File: src/rtl/iob_en_reg.sv
// Enabled data register with two synchronous active-high resets.
// Used as a software-register backing store; output comes straight from the flops.
module iob_en_reg #(
  parameter int unsigned          DATA_W  = 32,
  parameter logic [DATA_W-1:0]    RST_VAL = {DATA_W{1'b0}}
) (
  input  logic              clk,
  input  logic              arst,
  input  logic              rst,
  input  logic              en,
  input  logic [DATA_W-1:0] data_in,
  output logic [DATA_W-1:0] data_out
);

  logic              w_rst;
  logic [DATA_W-1:0] r_data;

  // arst keeps its legacy name but is sampled on clk like rst
  assign w_rst = arst | rst;

  always_ff @(posedge clk) begin
    if (w_rst) begin
      r_data <= RST_VAL;
    end else if (en) begin
      r_data <= data_in;
    end
  end

  assign data_out = r_data;

endmodule

File: config.mk
export PLATFORM = sky130hd
export DESIGN_NAME = iob_en_reg
export DESIGN_NICKNAME = d
export VERILOG_FILES = /design/src/rtl/iob_en_reg.sv
export SDC_FILE = /design/constraint.sdc
export NUM_CORES = 1
export LEC_CHECK = 0
export BUFFER_PORTS_ARGS = -buffer_cell sky130_fd_sc_hd__clkbuf_2
export CORE_MARGIN = 2
export CORE_UTILIZATION = 42
export DETAILED_ROUTE_END_ITERATION = 7
export PLACE_DENSITY = 0.78
export SYNTH_ARGS = -nofsm -noshare
export SYNTH_HDL_FRONTEND = slang
export SYNTH_SLANG_ARGS = --single-unit
File: constraint.sdc
create_clock -name clk -period 1 [get_ports clk]
set_input_delay 0.1 -clock clk [delete_from_list [all_inputs] [get_ports clk]]
set_output_delay 0.1 -clock clk [all_outputs]
set_load 0.01 [all_outputs]
==> flow_metrics.tcl, run 1 <==
set metrics [dict create \
    outcome "finished clean" \
    crit_chain "clkbuf_2" \
    core_region_area_mm2 0.00269 \
    ys_seq_area_share_pct 55.4 \
    fin_util_pct 58.9 \
    hold_violations 0 \
    cts_buffers 5 \
    totalPowerFinal_uw 2400 \
    grtUsageTotal_pct 15.1 \
    fin_crit_sh_pct 90.3 \
    drc 0 \
    largest_reg_flops 32 \
    htreeDepth 2 \
    final_common_cell "clkbuf_2" \
    die_h_um 56.5 \
    fin_tns_setup_ns 0 \
    grt_pass1_vias 914 \
    critPathMaxFanout 2 \
    hold_class "in -> reg" \
    synth_fp_nets 141 \
    crit_path_end_kind "primary output" \
    cp_slowest_cell "dfxtp_1" \
    clock-sinks 32 \
    die_area_mm2 0.00319 \
    period_needed_ns 0.903 \
    place_ws_ns 0.165 \
    setup_ws_ns 0.0968 \
    maxSlewViolCount 0 \
    netlist.area_leader.share_pct 55.4 \
    antenna_found_initial 0 \
    start_util_pct 43.0 \
    grt_pass1_wl_mm 3.78 \
    required_ns 0.90 \
    netlist_area_mm2 0.00116 \
    wl_per_cell_um 10.7 \
    synthTopCellsByArea "dfxtp_1, mux2i_1, nor2_1" \
    path_class "reg -> out" \
    drive_gt1_share_pct 44.6 \
    relSlewSlack_pct 89.5 \
    final_nets 211 \
    min_from "data_in[3]" \
    power_density_mw_per_mm2 1520 \
    routed_wl_mm 2.21 \
    final-setup-viol-count 0 \
    syn_to_final_growth_pct 36.8 \
    reg2reg_from "data_out[18]" \
    cts_setup_buffers 0 \
    rows 19 \
    num_io_pins 68 \
    drt-initial-drc-count 8 \
    critPathArrivalTime_ns 0.80 \
    rsz0062_at_grt "false" \
    dr.pass1.iters 4 \
    grt_max_degree 19 \
    fmax_mhz 1110 \
    ys_ff_latch 32 \
    cap_violations 0 \
    p_leak_uw 0.000848 \
    clk_pin_slew_ns 0.09 \
    critPathTopFamily "flip-flops" \
    num_vias 952 \
    syn-instance-count 105 \
    fp.dieW_um 56.5 \
    startpoint "data_out[28]" \
    viasPerCell 4.62 \
    numPortBuffers 67 \
    final_cell_mix "clkbuf_2, mux2i_1, nor2_1, dfxtp_1, clkbuf_4" \
    crit_buf_inv 1 \
    max_stage_delay_ns 0.35 \
    avgSynthCellArea_um2 11.0 \
    cts-hold-fix-buffers 0 \
    ys_types 7 \
    diodes 0 \
    globalplace.congestion 0.649 \
    yosys.area.top_type "dfxtp_1" \
    finalHoldWorstSlack_ns 0.0233 \
    cts-resized-gates 0 \
    clock_path_buffers 2 \
    dp.final_hpwl_mm 1.77 \
    cts_tree "yes" \
    cts_root_buf "clkbuf_4" \
    ys_warn_count 0 \
    ir_drop_mv 1.17 \
    tightest_slew_ns 0.153 \
    grt.overflow.total 0 \
    clock_latency_ns 0.31 \
    ant_nets 0 \
    fin_worst_skew_ns 0 \
    cp-start-kind "flop" \
]
==> cells by family after synthesis <==
logic type / share of synthesized area [%]
DFF: 55.4
muxes: 27.7
buffers and inverters: 5.95
and+or+nand+nor: 10.9
==> report_power, final <==
part           switching, uW  internal [uW]  total [uW]  leakage (uW)
clock                    375            398         773     0.0000374
combinational            135            159         294      0.000550
sequential              20.9           1320        1340      0.000261
total                    531           1870        2400      0.000848
==> cell usage after synthesis (all sizes together) <==
cell    instances
buf             7
clkbuf          1
dfxtp          32
mux2i          32
nor2           32
or2             1
==> path summary, 6_finish.rpt <==
check	cells past startpoint	slack [ns]	endpoint
setup reg to reg	2	0.37	data_out[18]
setup / recovery	1	0.1	data_out[28]
hold / removal	3	0.02	data_out[3]
hold reg to reg	2	0.50	data_out[15]
==> through the flow <==
stage	std cells	cell area, um2
2_1_floorplan	105	1160
5_1_grt	206	1580
3_3_place_gp	199	1520
3_5_place_dp	199	1520
4_1_cts	206	1580
6_report	206	1580
==> final cells by class <==
type	count	area, um2
well taps	31	38.8
repair buffers	71	390
clock buffers	7	65.1
flip-flops and latches	32	641
multi-input cells	65	447
fillers	246	1100
==> metal layers <==
metal / vias to the layer above / GRT usage (%) / routed length (um)
li1: 481 / - / -
met1: 429 / 17.6 / 895
met2: 40 / 24.9 / 1100
met3: 2 / 5.53 / 190
met4: 0 / 6.12 / 19
met5: - / 0 / 0
Power figures use the tool's default switching activity.
==> run 2, diff against run 1 <==
Settings changed: CELL_PAD_IN_SITES_DETAIL_PLACEMENT set to 0, CELL_PAD_IN_SITES_GLOBAL_PLACEMENT set to 1, CORE_UTILIZATION 42 to 30, GPL_TIMING_DRIVEN set to 0, PLACE_DENSITY 0.78 to unset, PLACE_DENSITY_LB_ADDON set to 0.1.
==> run 2 against run 1 <==
  * Clock skew unchanged
  * Non-clock buffer count up 3
  * Worst hold slack better by 0.034 ns
  * Flip-flop and latch count unchanged
  * Cell count up 9.7%
  * Largest cell class unchanged
  * Count of clock-buffer cells in the layout unchanged
  * Worst setup slack better by 0.051 ns
  * Critical endpoint is now data_out[3]
  * Total power up 11%
  * First-iteration DRC count up 88%
  * Combinational power about the same
  * Critical path type unchanged
  * Critical path depth unchanged
  * Routed wire length up 7.2%
==> flow_metrics.tcl, run 2 (synthesis gave the netlist of run 1 again) <==
set metrics [dict create \
    outcome "finished clean" \
    max_stage_delay_ns 0.34 \
    cts_buffers 5 \
    final_common_cell "clkbuf_2" \
    rows 22 \
    path_class "reg -> out" \
    dp.final_hpwl_mm 1.86 \
    crit_path_end_kind "primary output" \
    hold_class "in -> reg" \
    period_needed_ns 0.852 \
    antenna_found_initial 0 \
    grt_pass1_vias 910 \
    clock_path_buffers 2 \
    tightest_slew_ns 0.144 \
    globalplace.congestion 0.636 \
    ir_drop_mv 0.745 \
    required_ns 0.90 \
    multi_input_area_um2 447 \
    fin_crit_sh_pct 85.2 \
    power_density_mw_per_mm2 1620 \
    maxSlewViolCount 0 \
    die_area_mm2 0.00437 \
    cap_violations 0 \
    cts-hold-fix-buffers 0 \
    syn_to_final_growth_pct 42.1 \
    ant_nets 0 \
    grt_pass1_wl_mm 3.73 \
    rsz0062_at_grt "false" \
    relSlewSlack_pct 90.1 \
    cts_setup_buffers 0 \
    diodes 0 \
    largest_reg_flops 32 \
    fin_util_pct 44.5 \
    grt_max_degree 11 \
    final_cell_mix "clkbuf_2, mux2i_1, nor2_1, dfxtp_1, clkbuf_8" \
    grt.overflow.total 0 \
    clock_latency_ns 0.27 \
    core_region_area_mm2 0.00369 \
    drt-initial-drc-count 15 \
    die_h_um 66.1 \
    fmax_mhz 1170 \
    final_nets 214 \
    drive_gt1_share_pct 45.5 \
    htreeDepth 2 \
    crit_buf_inv 1 \
    fin_worst_skew_ns 0 \
    routed_wl_mm 2.37 \
    fin_area_mm2 0.00164 \
    critPathArrivalTime_ns 0.75 \
    cts_tree "yes" \
    fp.dieW_um 66.1 \
    wl_per_cell_um 10.5 \
    num_vias 921 \
    seqCellArea_um2 641 \
    critPathMaxFanout 2 \
    numPortBuffers 66 \
    critPathTopFamily "flip-flops" \
    p_leak_uw 0.000870 \
    clock-sinks 32 \
    cp_slowest_cell "dfxtp_1" \
    dpl_cell_area_mm2 0.00155 \
    cp-start-kind "flop" \
    final-setup-viol-count 0 \
    cts-resized-gates 0 \
    start_util_pct 31.3 \
    clk_pin_slew_ns 0.06 \
    fillers 376 \
    grtUsageTotal_pct 11.8 \
    crit_chain "clkbuf_2" \
    viasPerCell 4.08 \
    drc 0 \
    fin_tns_setup_ns 0 \
    hold_violations 0 \
    num_io_pins 68 \
    cts_root_buf "clkbuf_8" \
    dr.pass1.iters 2 \
]
## run 2: area by class of cell
type                            instances  share of cell area (%)
Multi-Input combinational cell         65                    27.2
Sequential cell                        32                    39.0
Buffer                                  8                    4.19
Clock buffer                            7                    5.86
Tap cell                               48                    3.66
Timing Repair Buffer                   66                    20.1
## run 2: final timing paths
path | end | slack [ns] | from | depth (start not counted)
worst min register to register | data_out[22] | 0.49 | data_out[22] | 2
worst min-delay path | data_out[13] | 0.06 | data_in[13] | 3
worst max register to register | data_out[9] | 0.38 | data_out[9] | 2
worst max-delay path | data_out[3] | 0.15 | data_out[3] | 1
## run 2: layer usage
layer	global-route usage, %	vias to the layer above	routed length [um]	share of wire [%]
met5	0	-	0	0
met4	6.12	0	51	2.2
met3	6.81	5	285	12
met2	18.3	41	1030	43
met1	12.5	389	1000	42
li1	-	486	-	-
## run 2: through the flow
step	hold slack, ns	std cells	power [uW]	setup WS [ns]
2_1_floorplan	0.247	105	1540	0.257
3_3_place_gp	0.335	219	1660	0.129
3_5_place_dp	0.344	219	1670	0.0991
4_1_cts	0.0483	226	2720	0.142
5_1_grt	0.0578	226	2820	0.0967
6_report	0.0570	226	2660	0.148
## run 2: power by group
part / switching [uW] / internal (uW)
registers: 20.5 / 1320
clock network: 416 / 612
logic: 137 / 160
total: 574 / 2090
==> run 3, diff against run 2 <==
Settings changed: CORE_ASPECT_RATIO set to 1.25.
==> run 3 against run 2 <==
  * Sequential share of layout area rose by 0.39 points
  * Via count rose by 4.7%
  * Worst hold slack improved by 0.0011 ns
  * Clock power barely moved
  * Clock skew did not move
  * Critical endpoint is now data_out[29]
  * Sequential power barely moved
==> flow_metrics.tcl, run 3 (synthesis gave the netlist of run 1 again) <==
set metrics [dict create \
    outcome "finished clean" \
    final_cell_mix "clkbuf_2, mux2i_1, nor2_1, dfxtp_1, clkbuf_8" \
    dpl_cell_area_mm2 0.00154 \
    cts_tree "yes" \
    max_stage_delay_ns 0.34 \
    finalHoldWorstSlack_ns 0.0582 \
    diodes 0 \
    core_region_area_mm2 0.00375 \
    cts_setup_buffers 0 \
    fin_crit_sh_pct 84.7 \
    clk_pin_slew_ns 0.06 \
    largest_reg_flops 32 \
    cts-hold-fix-buffers 0 \
    p_leak_uw 0.000865 \
    seq_power_share_pct 50.8 \
    hold_violations 0 \
    power_density_mw_per_mm2 1620 \
    grtUsageTotal_pct 12.4 \
    routed_wl_mm 2.46 \
    htreeDepth 2 \
    cts-resized-gates 0 \
    syn_to_final_growth_pct 40.7 \
    clock_latency_ns 0.27 \
    numPortBuffers 66 \
    wl_per_cell_um 11.2 \
    place_ws_ns 0.113 \
    crit_path_end_kind "primary output" \
    fmax_mhz 1180 \
    power_switching_uw 594 \
    fin_tns_setup_ns 0 \
    grt_max_degree 11 \
    cp_slowest_cell "dfxtp_1" \
    final_common_cell "clkbuf_2" \
    clock_path_buffers 2 \
    critPathArrivalTime_ns 0.75 \
    rsz0062_at_grt "false" \
    start_util_pct 30.8 \
    viasPerCell 4.40 \
    drc 0 \
    fin_area_mm2 0.00163 \
    period_needed_ns 0.847 \
    final-setup-viol-count 0 \
    comb_power_share_pct 11.3 \
    final_nets 214 \
    ant_nets 0 \
    drive_gt1_share_pct 44.7 \
    hold_class "in -> reg" \
    num_vias 964 \
    swShare_pct 22.6 \
    dr.pass1.iters 4 \
    grt_pass1_vias 878 \
    fillers 379 \
    rows 25 \
    fp.dieW_um 59.5 \
    crit_buf_inv 1 \
    num_io_pins 68 \
    setup_ws_ns 0.153 \
    maxSlewViolCount 0 \
    cts_root_buf "clkbuf_8" \
    ir_drop_mv 0.703 \
    cap_violations 0 \
    clkPwrFrac_pct 37.9 \
    fin_worst_skew_ns 0 \
    drt-initial-drc-count 29 \
    grt_pass1_wl_mm 3.93 \
    crit_chain "clkbuf_2" \
    globalplace.congestion 0.650 \
    antenna_found_initial 0 \
    clock-sinks 32 \
    p_int_uw 2040 \
    cp-start-kind "flop" \
    cts_buffers 5 \
    critPathTopFamily "flip-flops" \
    grt.overflow.total 0 \
    required_ns 0.90 \
    critPathMaxFanout 2 \
    totalPowerFinal_uw 2630 \
    relSlewSlack_pct 90.7 \
    die_area_mm2 0.00437 \
    die_h_um 73.4 \
    path_class "reg -> out" \
    tightest_slew_ns 0.136 \
]
## run 3: worst register-to-register path: cells and delay by family (launching register included)
family        cells  cell delay, ns
flops             1            0.31
mux               1            0.13
simple gates      1            0.06
## run 3: power groups by stage
stage               Sequential, uW  Clock (uW)  Combinational, uW
floorplan                     1390           0                152
global placement              1360           0                297
detailed placement            1370           0                305
CTS                           1340        1040                306
global route                  1340        1100                333
finish                        1340         996                298
## run 3: area by class of cell
cell class	instances	area (um2)	area share (%)
Sequential cell	32	641	39.4
Buffer	8	68.8	4.23
Timing Repair Buffer	66	330	20.3
Multi-Input combinational cell	65	447	27.5
Tap cell	40	50.0	3.08
Clock buffer	8	90.1	5.54
## run 3: metrics by stage
stage,util (%),cells
after CTS,43.3,219
after floorplan,-,105
final,43.3,219
after global placement,40.9,211
after detailed placement,40.9,211
after global routing,43.3,219
## run 3: path summary, 6_finish.rpt
path	start	slack (ns)	end	cells past startpoint
worst max-delay path	data_out[29]	0.15	data_out[29]	1
worst min-delay path	data_in[17]	0.06	data_out[17]	3
worst max register to register	data_out[13]	0.39	data_out[13]	2
worst min register to register	data_out[7]	0.49	data_out[7]	2
## run 3: per-layer routing
metal	part of all wire [%]	routed length, um	vias up	track usage (%)
met5	0	0	-	0
li1	-	-	488	-
met2	46	1130	49	18.3
met3	9.8	241	5	5.81
met4	2.4	60	0	6.67
met1	42	1030	422	14.7
